[src/rtl/reaction_pkg.sv]
// Shared state encoding, LFSR constants and time width for the reaction timer.
package reaction_pkg;

  localparam int          MS_W      = 14;
  localparam logic [15:0] LFSR_SEED = 16'hACE1;
  // Right-shifting Galois form of x^16 + x^14 + x^13 + x^11 + 1.
  localparam logic [15:0] LFSR_TAPS = 16'hB400;

  typedef enum logic [2:0] {
    IDLE  = 3'd0,
    WAIT  = 3'd1,
    GO    = 3'd2,
    DONE  = 3'd3,
    CHEAT = 3'd4
  } state_e;

  function automatic logic [15:0] lfsr_next(input logic [15:0] cur);
    logic [15:0] nxt;
    nxt = {1'b0, cur[15:1]};
    if (cur[0]) begin
      nxt = nxt ^ LFSR_TAPS;
    end else begin
      nxt = nxt;
    end
    return nxt;
  endfunction

endpackage

[src/rtl/ms_tick_gen.sv]
// Millisecond prescaler: one-cycle tick at terminal count, synchronous clear.
module ms_tick_gen #(
  parameter int CLK_PER_MS = 50000
) (
  input  logic clk,
  input  logic rst,
  input  logic clr,
  output logic tick
);

  localparam int               CNT_W = $clog2(CLK_PER_MS);
  localparam logic [CNT_W-1:0] TERM  = CNT_W'(CLK_PER_MS - 1);

  logic [CNT_W-1:0] cnt_q;
  logic [CNT_W-1:0] cnt_d;

  // Next count: wrap at terminal count, restart on clear.
  always_comb begin
    cnt_d = cnt_q;
    if (clr || (cnt_q == TERM)) begin
      cnt_d = '0;
    end else begin
      cnt_d = cnt_q + CNT_W'(1);
    end
  end

  // Count register.
  always_ff @(posedge clk) begin
    if (rst) begin
      cnt_q <= '0;
    end else begin
      cnt_q <= cnt_d;
    end
  end

  assign tick = (cnt_q == TERM);

endmodule

[src/rtl/reaction_timer.sv]
// Reaction-time controller: random wait, GO LED, millisecond count until stop.
// Build option: define BEST_TIME_EN to keep the best stop-terminated time in best_ms.
module reaction_timer
  import reaction_pkg::*;
#(
  parameter int CLK_PER_MS   = 50000,
  parameter int DELAY_MIN_MS = 1000,
  parameter int DELAY_BITS   = 11,
  parameter int MAX_MS       = 9999
) (
  input  logic            clk,
  input  logic            rst,
  input  logic            start,
  input  logic            stop,
  output logic [MS_W-1:0] time_ms,
  output logic            go_led,
  output logic            done,
  output logic            cheat,
  output logic [2:0]      state,
  output logic [MS_W-1:0] best_ms
);

  localparam int              DLY_W = $clog2(DELAY_MIN_MS + (1 << DELAY_BITS));
  localparam logic [MS_W-1:0] MAX_T = MS_W'(MAX_MS);

  state_e           state_q, state_d;
  logic [MS_W-1:0]  time_q, time_d, time_inc_s;
  logic [DLY_W-1:0] delay_q, delay_d, delay_load_s;
  logic [15:0]      lfsr_q, lfsr_d;
  logic             start_q, stop_q;
  logic             start_ev_s, stop_ev_s, tick_s, presc_clr_s;

  assign start_ev_s   = start & ~start_q;
  assign stop_ev_s    = stop & ~stop_q;
  assign lfsr_d       = lfsr_next(lfsr_q);
  assign delay_load_s = DLY_W'(DELAY_MIN_MS) + DLY_W'(lfsr_q[DELAY_BITS-1:0]);
  // Restart the prescaler on entry to WAIT or GO so the first ms is a full ms.
  assign presc_clr_s  = (state_d != state_q) && ((state_d == WAIT) || (state_d == GO));

  ms_tick_gen #(
    .CLK_PER_MS(CLK_PER_MS)
  ) u_tick (
    .clk (clk),
    .rst (rst),
    .clr (presc_clr_s),
    .tick(tick_s)
  );

  // Next-state, delay and time computation.
  always_comb begin
    state_d    = state_q;
    time_d     = time_q;
    delay_d    = delay_q;
    time_inc_s = tick_s ? (time_q + MS_W'(1)) : time_q;
    case (state_q)
      IDLE, DONE, CHEAT: begin
        if (start_ev_s) begin
          state_d = WAIT;
          delay_d = delay_load_s;
          time_d  = '0;
        end else begin
          state_d = state_q;
        end
      end
      WAIT: begin
        if (stop_ev_s) begin
          state_d = CHEAT;
        end else if (tick_s && (delay_q == DLY_W'(1))) begin
          state_d = GO;
          time_d  = '0;
        end else if (tick_s) begin
          delay_d = delay_q - DLY_W'(1);
        end else begin
          delay_d = delay_q;
        end
      end
      GO: begin
        time_d = time_inc_s;
        if (stop_ev_s) begin
          state_d = DONE;
        end else if (time_inc_s >= MAX_T) begin
          state_d = DONE;
          time_d  = MAX_T;
        end else begin
          state_d = GO;
        end
      end
      default: begin
        state_d = IDLE;
      end
    endcase
  end

  // Controller registers; button levels are sampled even in reset so held
  // buttons never produce an event when reset releases.
  always_ff @(posedge clk) begin
    start_q <= start;
    stop_q  <= stop;
    if (rst) begin
      state_q <= IDLE;
      time_q  <= '0;
      delay_q <= '0;
      lfsr_q  <= LFSR_SEED;
    end else begin
      state_q <= state_d;
      time_q  <= time_d;
      delay_q <= delay_d;
      lfsr_q  <= lfsr_d;
    end
  end

`ifdef BEST_TIME_EN
  logic [MS_W-1:0] best_q, best_d;

  // Only stop-terminated rounds qualify; overflow leaves the record alone.
  always_comb begin
    if ((state_q == GO) && stop_ev_s && (time_d < best_q)) begin
      best_d = time_d;
    end else begin
      best_d = best_q;
    end
  end

  // Best-time register.
  always_ff @(posedge clk) begin
    if (rst) begin
      best_q <= MAX_T;
    end else begin
      best_q <= best_d;
    end
  end

  assign best_ms = best_q;
`else
  assign best_ms = MAX_T;
`endif

  assign time_ms = time_q;
  assign state   = state_q;
  assign go_led  = (state_q == GO);
  assign done    = (state_q == DONE);
  assign cheat   = (state_q == CHEAT);

endmodule

[config.mk]
export PLATFORM = sky130hd
export DESIGN_NAME = reaction_timer
export DESIGN_NICKNAME = d
export VERILOG_FILES = /design/src/rtl/reaction_pkg.sv /design/src/rtl/ms_tick_gen.sv /design/src/rtl/reaction_timer.sv
export SDC_FILE = /design/constraint.sdc
export NUM_CORES = 1
export LEC_CHECK = 0
export BUFFER_PORTS_ARGS = -buffer_cell sky130_fd_sc_hd__buf_2
export CORE_AREA = 2 2 91 93
export CTS_CLUSTER_DIAMETER = 80
export DETAILED_ROUTE_END_ITERATION = 8
export DIE_AREA = 0 0 93 95
export PLACE_DENSITY = 0.71
export SLEW_MARGIN = 15
export SYNTH_ARGS = -nofsm -noshare
export SYNTH_HDL_FRONTEND = slang
export SYNTH_SLANG_ARGS = --single-unit
[constraint.sdc]
create_clock -name clk -period 3.7 [get_ports clk]
set_clock_uncertainty 0.2 [all_clocks]
set_input_delay 0.37 -clock clk [delete_from_list [all_inputs] [get_ports clk]]
set_output_delay 0.37 -clock clk [all_outputs]
set_load 0.02 [all_outputs]
Word level (Yosys, flattened, before mapping)
Index checks and enable logic that the tools add are counted.
{ "word_totals": {"regBits": 63, "inputBits": 4, "out_inout_bits": 34} }
{ "op_classes": {"add_sub_neg": 4, "magnitude_cmp": 1, "eq_ne": 14, "mux": 19, "bitwise": 5, "n_reduce_logical": 11} }
{ "op_table": {"columns": ["op", "n"], "rows": [
  ["2-to-1 mux 14 bit", 6],
  ["2-to-1 mux 12 bit", 4],
  ["one-hot mux 14 bit (3 select lines)", 1],
  ["one-hot mux 12 bit (2 select lines)", 1],
  ["adder 16 x 1 -> 16 bit, second input constant", 1],
  ["== test 16 bit, second input constant", 1],
  ["2-to-1 mux 16 bit", 1],
  ["adder 14 x 1 -> 14 bit, second input constant", 1],
  [">= comparator 14 bit, second input constant", 1],
  ["adder 10 x 11 -> 12 bit, first input constant", 1],
  ["== test 12 x 1 -> 1 bit, second input constant", 1],
  ["subtractor 12 x 1 -> 12 bit, second input constant", 1],
  ["inequality test 2 bit, second input constant", 5],
  ["== test 3 x 2 -> 1 bit, second input constant", 3],
  ["2-to-1 mux 3 bit", 3],
  ["one-hot mux 3 bit (3 select lines)", 1],
  ["== test 3 x 1 -> 1 bit, second input constant", 2],
  ["AND reduction 5 bit", 1],
  ["NOT 3 -> 4 bit", 1],
  ["AND reduction 4 bit", 1],
  ["== test 3 bit, second input constant", 1],
  ["zero test 3 bit", 1],
  ["inequality test 3 bit", 1],
  ["nonzero test 3 bit", 1],
  ["8 further kinds", 13]
]} }

Depth between registers and ports, before layout
{ "depth": {"ltp_word": 11, "depth_mapped": 12, "mapped_depth_nobuf": 10} }

Hierarchy
A second synthesis with hierarchy kept.
{ "hier_totals": {"cells_unflattened": 415, "area_unflattened_um2": 3483.3} }
{ "by_module_without_submodules": {"columns": ["module", "n_inst", "cells_per_inst", "area_each_um2", "seq_area_each_um2"], "rows": [
  ["reaction_timer", 1, 335, 2762.6, 940.9],
  ["ms_tick_gen", 1, 80, 720.7, 320.3]
]} }

Worst setup path before layout
No wires, ideal clock.
{ "synth_path": {"kind": "register -> register", "startpoint": "reg u_tick.cnt_q[0]", "endpoint": "reg time_q[5] (netlist: time_ms[5])", "setup_ns": 0.101, "t_arrival_ns": 2.470, "required_time_ns": 3.399, "path_slack_ns": 0.929, "path_stages_with_launch": 11, "path_buffers": 1, "synth_period_minus_slack_ns": 2.771, "path_cell_list": "dfxtp_1 ha_1 and3_1 buf_2 nand4_4 nor3_4 mux2_1 o311a_4 a21boi_4 o21ai_1 o41ai_1"} }
{ "synth_between": {"elab_chain_cells": 6} }
{ "synth_lines": {"columns": ["element", "line", "rtl"], "rows": [
  ["start, declared", "ms_tick_gen.sv:14", "logic [CNT_W-1:0] cnt_q;"],
  ["start signal, assigned", "ms_tick_gen.sv:32", "cnt_q <= cnt_d;"],
  ["== test 16 bit *", "ms_tick_gen.sv:36", "assign tick = (cnt_q == TERM);"],
  ["2-to-1 mux 14 bit", "reaction_timer.sv:54", "time_inc_s = tick_s ? (time_q + MS_W'(1)) : time_q;"],
  [">= comparator 14 bit", "reaction_timer.sv:81", "end else if (time_inc_s >= MAX_T) begin"],
  ["2-to-1 mux 14 bit", "reaction_timer.sv:81", null],
  ["2-to-1 mux 14 bit", "reaction_timer.sv:79", "if (stop_ev_s) begin"],
  ["one-hot mux 14 bit (3 select lines)", "reaction_timer.sv:55", "case (state_q)"],
  ["end signal, assigned", "reaction_timer.sv:106", "time_q <= time_d;"],
  ["end, declared", "reaction_timer.sv:27", "logic [MS_W-1:0] time_q, time_d, time_inc_s;"]
]} }
Mark *: on every way between the ends. The rest lies on a longest branch, timed or not.
A chain may end at the register's enable or synchronous reset.

Final worst setup path
{ "layout_path": {"startpoint": "reg u_tick.cnt_q[0]", "endpoint": "reg time_q[10] (netlist: time_ms[10])"} }
The elaborated chain is that of the path after synthesis.

==> flow_metrics.tcl <==
set metrics [dict create \
    track_usage 0.197 \
    fmax_ghz 0.312 \
    layout_min_cycle_time_ns 3.21 \
    synth_top_area_frac 0.356 \
    required_ns 3.72 \
    critical-path-slowest-cell "o311a_4" \
    drtPass1Iterations 4 \
    power_density_nw_per_um2 395 \
    cts_made_buffers 9 \
    grt_pass1_vias 2963 \
    instances_no_fill 554 \
    fp-row-count 33 \
    synth_flop_cell "dfxtp_1" \
    gr-total-overflow 0 \
    finalSetupViolCount 0 \
    antenna_found_initial 0 \
    first_iter_violations 131 \
    die_w_um 93 \
    synth_seq_cells 63 \
    cts.sinks 63 \
    cts_htree_levels 3 \
    layout-drive-gt1-share 0.145 \
    grt_pass1_wl_um 13700 \
    avgSynthCellArea_um2 8.21 \
    path_clk_slew_ns 0.07 \
    design_area_um2 3890 \
    arrival_ns 3.23 \
    clk_latency_ns 0.35 \
    critPathCaptureType "flip-flop" \
    netlist_top_cells_area "dfxtp_1, nor2_1, xnor2_1" \
    ys_types 60 \
    synthesis.area_um2 3540 \
    place_congestion 0.932 \
    dp_cells 536 \
    wl_per_cell_um 14.5 \
    r2r_setup_slack_ns 0.49 \
    clock_path_buffers 2 \
    setup_total_negative_slack_ns 0 \
    path_max_fanout 10 \
    leakage_nw 1.46 \
    status "completed" \
    path_class "reg -> reg" \
    synthCells 432 \
    drc 0 \
    rsz0062_at_grt "no" \
    peakVddDrop_mv 0.338 \
    drv_slew 0 \
    synth-edff-count 0 \
    area_growth_pct 9.67 \
    hold_viol 0 \
    fillCellCount 803 \
    io_pins 38 \
    startpoint_type "flip-flop" \
    routed_wl_um 8050 \
    worstPathCellList "ha_1 > and3_1 > nand4_4 > nor3_4 > mux2_1 > o311a_4 > a21boi_4 > or3_1 > a31oi_2" \
    yosysSeqAreaShare 0.356 \
    portBuffers 23 \
    yosysWarningCount 0 \
    n_antenna_cell 0 \
    relSlewSlack 0.458 \
    root_buffer "clkbuf_8" \
    yosysTopAreaCell "dfxtp_1" \
    async_flop_share 0 \
    max_cap_violations 0 \
    coreArea_um2 7930 \
    grt_max_degree 38 \
    fin_util 0.490 \
    tightestPinTransition_ns 0.810 \
    hpwl_um 5600 \
    die_h_um 95 \
    antenna_left 0 \
    routed-via-count 3102 \
    cpLargestDelayFamily "simple AND/OR/NAND/NOR gates" \
    cts_resized 0 \
    hold_path_class "in -> reg" \
    start_util 0.447 \
    postPlaceCellArea_um2 3640 \
    viasPerCell 5.60 \
    slowest_delay_ns 0.42 \
    fin_crit_sh 0.867 \
    die-area_um2 8840 \
    nets 453 \
    cts_tree "built" \
    hold_slack_ns 0.106 \
    crit_buf_inv 0 \
]
==> per-stage QoR <==
| stage | setup slack (ns) | power (W) |
|---|---|---|
| 3_5_place_dp | 0.537 | 0.000872 |
| 5_1_grt | 0.304 | 0.00160 |
| 4_1_cts | 0.500 | 0.00155 |
| 2_1_floorplan | 0.929 | 0.000854 |
| 6_report | 0.492 | 0.00154 |
| 3_3_place_gp | 0.636 | 0.000868 |
==> cell usage after synthesis, types with 2 or more instances <==
cell       instances
o22ai_1            4
a21oi_2            5
nand2b_1           9
a221oi_1           2
nor3_1            12
buf_1              2
a31oi_2            2
nor2_1            48
o21ai_1           14
inv_1              5
and3_1             9
o21ai_0           25
buf_2              3
a22oi_1           11
or3_1              5
dfxtp_1           63
buf_4             15
and2_1             9
xnor2_1           17
nand3_1           19
ha_1               5
a211oi_1           7
a32oi_1            2
a2111oi_0          3
conb_1             2
or4_1              3
xor2_1            10
nand2_1           28
or2_2              7
a21oi_1           17
clkbuf_1          18
a21o_1             2
o31ai_1            6
nor2b_1           11
and4_1             2
nand3b_1           3
nand4_1            4
==> cell families (layout without fill, tap and decap cells) <==
group / Yosys count / after routing / synth area share
simple gates: 179 / 179 / 0.276
other cells: 2 / 14 / 0.00212
mux: 2 / 2 / 0.00635
compound gates: 110 / 110 / 0.210
fa+ha+maj: 5 / 5 / 0.0176
buf+inv: 44 / 49 / 0.0657
xor+xnor: 27 / 27 / 0.0667
flops: 63 / 63 / 0.356
==> worst register-to-register path, delay by kind of cell (launching register included) <==
family | cells | cell delay, ns
simple gates | 4 | 1.24
flops | 1 | 0.35
fa+ha+maj | 1 | 0.19
mux | 1 | 0.37
compound gates | 3 | 0.72
==> power by group <==
part / internal, W / switching, W / total, W / leakage, nW
clock: 0.000398 / 0.000280 / 0.000678 / 0.110
combinational: 0.0000512 / 0.0000859 / 0.000137 / 0.840
sequential: 0.000702 / 0.0000199 / 0.000722 / 0.515
==> per-layer routing <==
layer | up-vias | part of all wire | track usage
met5 | - | 0 | 0
met1 | 1450 | 0.43 | 0.228
li1 | 1533 | - | -
met3 | 14 | 0.072 | 0.0750
met2 | 105 | 0.48 | 0.330
met4 | 0 | 0.017 | 0.0797
==> state kept, by name, summed over array words and instances, names as in the netlist <==
name          count
stop_q            1
state             3
delay_q          12
u_tick.cnt_q     16
time_ms          14
lfsr_q           16
start_q           1
==> worst paths after layout <==
kind	from	end	depth (start not counted)
setup reg to reg	u_tick.cnt_q[0]$_SDFF_PP0_	time_ms[10]$_SDFFE_PP0P_	9
hold reg to reg	lfsr_q[12]$_SDFF_PP0_	lfsr_q[11]$_SDFF_PP1_	1
setup / recovery	u_tick.cnt_q[0]$_SDFF_PP0_	time_ms[10]$_SDFFE_PP0P_	9
hold / removal	rst	state[1]$_SDFF_PP0_	2
==> layout by cell type (no fill, tap or decap), drive strengths merged, types with 13 or more instances in the layout <==
master  instances
conb           14
nor2           48
dfxtp          63
o21ai          39
a21oi          22
nand2          28
nor3           13
nand3          19
xnor2          17
buf            26
==> what timing repair did <==
| item | 4_1_cts | 5_1_grt |
|---|---|---|
| buffers inserted | 0 | 0 |
| endpoints found under the setup margin | 0 | 0 |
| hold endpoints to repair | 2 | 0 |
| hold buffers | 2 | 0 |
==> cell type report <==
cell class	count	area (um^2)	area share
sequential	63	1260	0.324
tap	105	131	0.0338
clock buffer	11	141	0.0364
multi-input combinational	337	2100	0.539
inverter	5	18.8	0.00483
clock inverter	5	81.3	0.0209
timing repair buffer	28	158	0.0406
No activity file was read; power rests on OpenSTA's default activity.
